$ cat src/rtl/rx_frame_ctrl.sv
// rtl/rx_frame_ctrl.sv - framed byte receiver: CRC/count header capture, payload RAM writes, CTS flow control
module rx_frame_ctrl #(
  parameter int ADDR_W  = 10,
  parameter int TIMEOUT = 150000
) (
  input  logic              clk_i,
  input  logic              rst_i,
  input  logic              rts_i,
  input  logic              byte_valid_i,
  input  logic [7:0]        byte_i,
  input  logic              parity_err_i,
  output logic              cts_o,
  output logic              mem_we_o,
  output logic [ADDR_W-1:0] mem_addr_o,
  output logic [7:0]        mem_data_o,
  output logic [31:0]       crc_value_o,
  output logic [15:0]       pkt_count_o,
  output logic              crc_start_o,
  output logic              done_o,
  output logic [1:0]        error_o
);

  localparam int               TMO_W    = $clog2(TIMEOUT + 1);
  localparam logic [16:0]      MAX_CNT  = 17'(1) << ADDR_W;
  localparam logic [TMO_W-1:0] TMO_LAST = TMO_W'(TIMEOUT - 1);

  typedef enum logic [2:0] {
    S_IDLE,
    S_HDR_CRC,
    S_HDR_CNT,
    S_PAYLOAD,
    S_FINISH,
    S_ERR
  } state_t;

  state_t            state_q, state_d;
  logic [2:0]        idx_q, idx_d;
  logic [TMO_W-1:0]  tmo_q, tmo_d;
  logic [ADDR_W-1:0] wr_addr_q, wr_addr_d;
  logic [16:0]       remain_q, remain_d;
  logic [31:0]       crc_q, crc_d;
  logic [15:0]       cnt_q, cnt_d;
  logic              mem_we_q, mem_we_d;
  logic [ADDR_W-1:0] mem_addr_q, mem_addr_d;
  logic [7:0]        mem_data_q, mem_data_d;
  logic              crc_start_q, crc_start_d;
  logic              done_q, done_d;
  logic [1:0]        err_q, err_d;
  logic [15:0]       new_cnt;
  logic              go_finish;

  always_ff @(posedge clk_i) begin
    if (rst_i) begin
      state_q     <= S_IDLE;
      idx_q       <= '0;
      tmo_q       <= '0;
      wr_addr_q   <= '0;
      remain_q    <= '0;
      crc_q       <= '0;
      cnt_q       <= '0;
      mem_we_q    <= 1'b0;
      mem_addr_q  <= '0;
      mem_data_q  <= '0;
      crc_start_q <= 1'b0;
      done_q      <= 1'b0;
      err_q       <= '0;
    end else begin
      state_q     <= state_d;
      idx_q       <= idx_d;
      tmo_q       <= tmo_d;
      wr_addr_q   <= wr_addr_d;
      remain_q    <= remain_d;
      crc_q       <= crc_d;
      cnt_q       <= cnt_d;
      mem_we_q    <= mem_we_d;
      mem_addr_q  <= mem_addr_d;
      mem_data_q  <= mem_data_d;
      crc_start_q <= crc_start_d;
      done_q      <= done_d;
      err_q       <= err_d;
    end
  end

  always_comb begin
    state_d     = state_q;
    idx_d       = idx_q;
    tmo_d       = tmo_q;
    wr_addr_d   = wr_addr_q;
    remain_d    = remain_q;
    crc_d       = crc_q;
    cnt_d       = cnt_q;
    mem_we_d    = 1'b0;
    mem_addr_d  = mem_addr_q;
    mem_data_d  = mem_data_q;
    crc_start_d = 1'b0;
    done_d      = done_q;
    err_d       = err_q;
    new_cnt     = {cnt_q[7:0], byte_i};
    go_finish   = 1'b0;

    case (state_q)
      S_IDLE: begin
        if (rts_i) begin
          state_d = S_HDR_CRC;
          idx_d   = '0;
          tmo_d   = '0;
          done_d  = 1'b0;
          err_d   = 2'd0;
        end
      end
      S_FINISH, S_ERR: begin
        if (!rts_i) state_d = S_IDLE;
      end
      default: begin
        // Active frame: an RTS drop outranks any byte arriving in the same cycle.
        if (!rts_i) begin
          state_d = S_IDLE;
          done_d  = 1'b0;
          err_d   = 2'd0;
        end else if (byte_valid_i && parity_err_i) begin
          err_d   = 2'd1;
          state_d = S_ERR;
        end else if (byte_valid_i) begin
          tmo_d = '0;
          case (state_q)
            S_HDR_CRC: begin
              crc_d = {crc_q[23:0], byte_i};
              idx_d = idx_q + 3'd1;
              if (idx_q == 3'd3) begin
                idx_d   = '0;
                state_d = S_HDR_CNT;
              end
            end
            S_HDR_CNT: begin
              cnt_d = new_cnt;
              idx_d = idx_q + 3'd1;
              if (idx_q == 3'd1) begin
                idx_d = '0;
                if (new_cnt == 16'd0) begin
                  go_finish = 1'b1;
                end else if ({1'b0, new_cnt} > MAX_CNT) begin
                  err_d   = 2'd3;
                  state_d = S_ERR;
                end else begin
                  state_d   = S_PAYLOAD;
                  wr_addr_d = '0;
                  remain_d  = {1'b0, new_cnt};
                end
              end
            end
            default: begin
              mem_we_d   = 1'b1;
              mem_addr_d = wr_addr_q;
              mem_data_d = byte_i;
              wr_addr_d  = wr_addr_q + ADDR_W'(1);
              remain_d   = remain_q - 17'd1;
              if (remain_q == 17'd1) go_finish = 1'b1;
            end
          endcase
        end else if (tmo_q == TMO_LAST) begin
          err_d   = 2'd2;
          state_d = S_ERR;
        end else begin
          tmo_d = tmo_q + TMO_W'(1);
        end
      end
    endcase

    if (go_finish) begin
      state_d     = S_FINISH;
      done_d      = 1'b1;
      crc_start_d = 1'b1;
    end
  end

  assign cts_o       = (state_q == S_HDR_CRC) || (state_q == S_HDR_CNT) || (state_q == S_PAYLOAD);
  assign mem_we_o    = mem_we_q;
  assign mem_addr_o  = mem_addr_q;
  assign mem_data_o  = mem_data_q;
  assign crc_value_o = crc_q;
  assign pkt_count_o = cnt_q;
  assign crc_start_o = crc_start_q;
  assign done_o      = done_q;
  assign error_o     = err_q;

endmodule

$ cat config.mk
export PLATFORM = sky130hd
export DESIGN_NAME = rx_frame_ctrl
export DESIGN_NICKNAME = d
export VERILOG_FILES = /design/src/rtl/rx_frame_ctrl.sv
export SDC_FILE = /design/constraint.sdc
export NUM_CORES = 1
export LEC_CHECK = 0
export CORE_ASPECT_RATIO = 1.25
export CORE_MARGIN = 2
export CORE_UTILIZATION = 25
export DETAILED_ROUTE_END_ITERATION = 12
export HOLD_SLACK_MARGIN = 0.08
export PLACE_DENSITY = 0.53
export SYNTH_ARGS = -nofsm -noshare
export SYNTH_HDL_FRONTEND = slang
export SYNTH_SLANG_ARGS = --single-unit
$ cat constraint.sdc
create_clock -name clk_i -period 4.2 [get_ports clk_i]
set_input_delay 0.63 -clock clk_i [delete_from_list [all_inputs] [get_ports clk_i]]
set_output_delay 0.63 -clock clk_i [all_outputs]
set_load 0.05 [all_outputs]
==> results.py <==
metrics = {
    "clock_network": {
        "post_cts_buffers": 0,
        "cts.clk_slew.worst_paths_ps": 70,
        "cts_tree": "done",
        "insertion_delay_ps": 420,
        "htree_levels": 4,
        "cts_hold_buffers": 0,
        "cts.sinks": 122,
        "cts-resized-gates": 0,
        "cts_made_buffers": 17,
        "cts_root_buffer": "clkbuf_16",
        "clockBufferDepth": 2,
    },
    "flow_run": {
        "maxCapViolCount": 0,
    },
    "synthesis": {
        "ys_top_cells_by_area": "dfxtp_1 (44%), nand2_1 (12%), a21oi_1 (8.7%)",
        "yosys_warnings": 0,
        "syn_area_um2": 5490,
        "synth-seq-cells": 122,
        "synth_area_per_cell_um2": 7.94,
        "ys_seq_area_share_pct": 44.5,
        "synth_largest_area_cell": "dfxtp_1",
        "async_flop_share_pct": 0,
        "syn_inst": 692,
        "synth_nets": 714,
        "synth-edff-count": 0,
        "synth_top_area_share_pct": 44.5,
        "synth.distinct_cells": 72,
        "ys.flop_type": "dfxtp_1",
    },
    "timing": {
        "finalWorstSetupSlack_ps": 1310,
        "setup_viol": 0,
        "finalSetupTns_ps": 0,
        "drv_slew": 0,
        "finalCriticalPeriod_ps": 2890,
        "slew_headroom_pct": 29.5,
        "tightest_slew_ps": 1060,
        "whs_ps": 453,
        "fmax_mhz": 346,
        "rsz0062_at_grt": "false",
        "hold_viol": 0,
        "fin_crit_sh_pct": 68.9,
        "final.setup_skew_ps": 14.8,
    },
    "routing": {
        "wl_per_cell_um": 14.6,
        "firstDrtPassIters": 4,
        "drt_iter0_drc": 315,
        "drc": 0,
        "avgViaCountPerCell": 4.68,
        "drtAntennaViolNets": 0,
        "vias": 4966,
        "wirelength_mm": 15.5,
    },
    "critical_path": {
        "cp-end-kind": "primary output",
        "rrSetupSlack_ps": 1700,
        "max_stage_delay_ps": 820,
        "critPathSlowestCell": "clkdlybuf4s50_1",
        "r2r_end": "state_q[0]$_SDFFE_PP0P_",
        "required_ps": 3570,
        "critPathArrivalTime_ps": 2260,
        "crit_path_start_kind": "flop",
        "ff2ff_path_depth": 6,
        "reg2reg_from": "state_q[1]$_SDFFE_PP0P_",
        "critPathMaxFanout": 18,
        "worstSetupPathType": "reg2out",
        "crit_top_cell": "nor2_1",
        "path_cells": "nor2_1 -> nor2_1 -> clkdlybuf4s50_1",
        "path_buf_inv": 1,
        "cp_top_family": "buffers and inverters",
    },
    "die": {
        "fp.dieW_um": 137,
        "core_um2": 21500,
        "die_h_um": 170,
        "start_util_pct": 25.5,
        "io_pins": 85,
        "die_area_um2": 23200,
        "placementRows": 60,
    },
    "worst_hold_path": {
        "hold_depth": 2,
        "hp-start": "crc_value_o[30]$_SDFFE_PP0P_",
        "hold_class": "reg2reg",
        "hold_end": "crc_value_o[30]$_SDFFE_PP0P_",
    },
    "pwr": {
        "p_sw_mw": 0.780,
        "combPwrFrac_pct": 7.1,
        "p_seq_share_pct": 42.3,
        "switching_share_pct": 27.8,
        "p_clk_share_pct": 50.5,
        "cell_internal_pwr_mw": 2.02,
        "leakage_nw": 2.34,
        "vdd.ir_drop.worst_v": 0.000282,
        "powerDensity_nw_per_um2": 391,
        "power_mw": 2.80,
    },
    "placed_design": {
        "io_buffers": 84,
        "dp_slack_ps": 924,
        "place_congestion": 0.756,
        "dp_hpwl_mm": 10.3,
    },
    "grt": {
        "grt_pass1_wl_mm": 25.4,
        "grtUsageMet2_pct": 21.8,
        "grt_pass1_vias": 4675,
        "track_usage_pct": 13.9,
        "grtUsageMet3_pct": 2.51,
        "grt_max_degree": 95,
        "grt_busiest_layer": "met2",
        "gr-total-overflow": 0,
        "grtUsageMet1_pct": 18.4,
        "antenna_found_initial": 0,
    },
    "layout": {
        "finalNetCount": 791,
        "n_antenna_cell": 0,
        "area_growth_syn_to_layout_pct": 30.4,
        "layout-drive-gt1-share_pct": 7.93,
    },
    "outcome": {
        "outcome": "complete, no violations",
    },
}
==> power by group through the flow <==
| stage | Sequential, mW | Combinational [mW] | Clock [mW] |
|---|---|---|---|
| 5_1_grt | 1.19 | 0.221 | 1.51 |
| 2_1_floorplan | 1.21 | 0.137 | 0 |
| 6_report | 1.19 | 0.200 | 1.42 |
| 3_3_place_gp | 1.21 | 0.201 | 0 |
| 3_5_place_dp | 1.21 | 0.202 | 0 |
| 4_1_cts | 1.19 | 0.203 | 1.46 |
==> flip-flops by register name, indices dropped and copies added (netlist names), 3 cells and up <==
name         count
crc_value_o     32
idx_q            3
mem_addr_o      10
mem_data_o       8
pkt_count_o     16
remain_q        17
state_q          3
tmo_q           18
wr_addr_q       10
==> routing by layer <==
layer / wire [um] / up-vias
met3: 536 / 13
met4: 177 / 0
met5: 0 / -
met1: 7220 / 2310
li1: - / 2560
met2: 7610 / 83
==> worst max-delay path by stage <==
stage	slack [ps]	to	cells past startpoint	startpoint
finish	1310	cts_o	3	state_q[1]$_SDFFE_PP0P_
global route	1160	cts_o	3	state_q[1]$_SDFFE_PP0P_
CTS	1250	cts_o	3	state_q[1]$_SDFFE_PP0P_
detailed placement	920	wr_addr_q[9]$_SDFFE_PP0P_	7	byte_i[1]
global placement	950	wr_addr_q[9]$_SDFFE_PP0P_	7	byte_i[1]
floorplan	1910	wr_addr_q[9]$_SDFFE_PP0P_	6	pkt_count_o[3]$_SDFFE_PP0P_
==> tightest hold or removal path, stage by stage (launching register included) <==
cell,delay (ps)
dfxtp_1,310
nand2_1,50
a21oi_1,50
==> cell usage after synthesis, types with 3 or more instances <==
master / count
nand2_1: 176
dfxtp_1: 122
a21oi_1: 96
nor2_1: 64
clkbuf_1: 29
o21ai_0: 15
nand3_1: 14
xnor2_1: 14
nor3_1: 13
inv_1: 10
xor2_1: 10
ha_1: 9
nor4_1: 9
nand4_1: 8
and3_1: 6
nand2b_1: 5
a211oi_1: 4
nand3b_1: 4
o31ai_1: 4
or3_1: 4
or4_1: 4
a31o_2: 3
a31oi_1: 3
a32o_1: 3
mux2i_1: 3
o211ai_1: 3
o22ai_1: 3
or4b_1: 3
==> metrics by stage <==
stage / std cells / instance area, um2 / utilization (%)
floorplan: 692 / 5490 / -
global placement: 1029 / 6590 / 30.6
detailed placement: 1029 / 6590 / 30.6
CTS: 1061 / 7160 / 33.3
global route: 1061 / 7160 / 33.3
finish: 1061 / 7160 / 33.3
==> layout by cell type, fill, tap and decap left out, types with 4 or more instances in the layout <==
cell type,instances
nor2_1,64
clkinvlp_4,4
nand2b_1,5
xnor2_1,14
inv_6,4
nand4_1,8
dfxtp_1,122
nor3_1,13
nor4_1,9
o31ai_1,4
clkdlybuf4s50_1,83
and3_1,6
nand3_1,14
ha_1,9
inv_8,5
nand2_1,176
or4_1,4
clkbuf_16,17
a211oi_1,4
a21oi_1,96
nand3b_1,4
inv_1,10
or3_1,4
o21ai_0,15
xor2_1,10
buf_4,10
==> kinds of logic after synthesis <==
kind of cell / after synthesis / synth area share, %
flip-flops: 122 / 44.5
XOR/XNOR: 24 / 3.83
AO/OA/AOI/OAI: 161 / 18.5
buffers and inverters: 46 / 3.58
adder cells (fa/ha/maj): 9 / 2.05
multiplexers: 4 / 0.752
AND/OR/NAND/NOR: 326 / 26.9
==> cell type report <==
class	instances	area, um2
clock buffer	17	425
clock inverter	15	146
fill	2294	14400
inverter	11	41.3
multi-input combinational	524	2850
sequential	122	2440
tap	279	349
timing repair buffer	93	906
No activity file was read; power rests on OpenSTA's default activity.
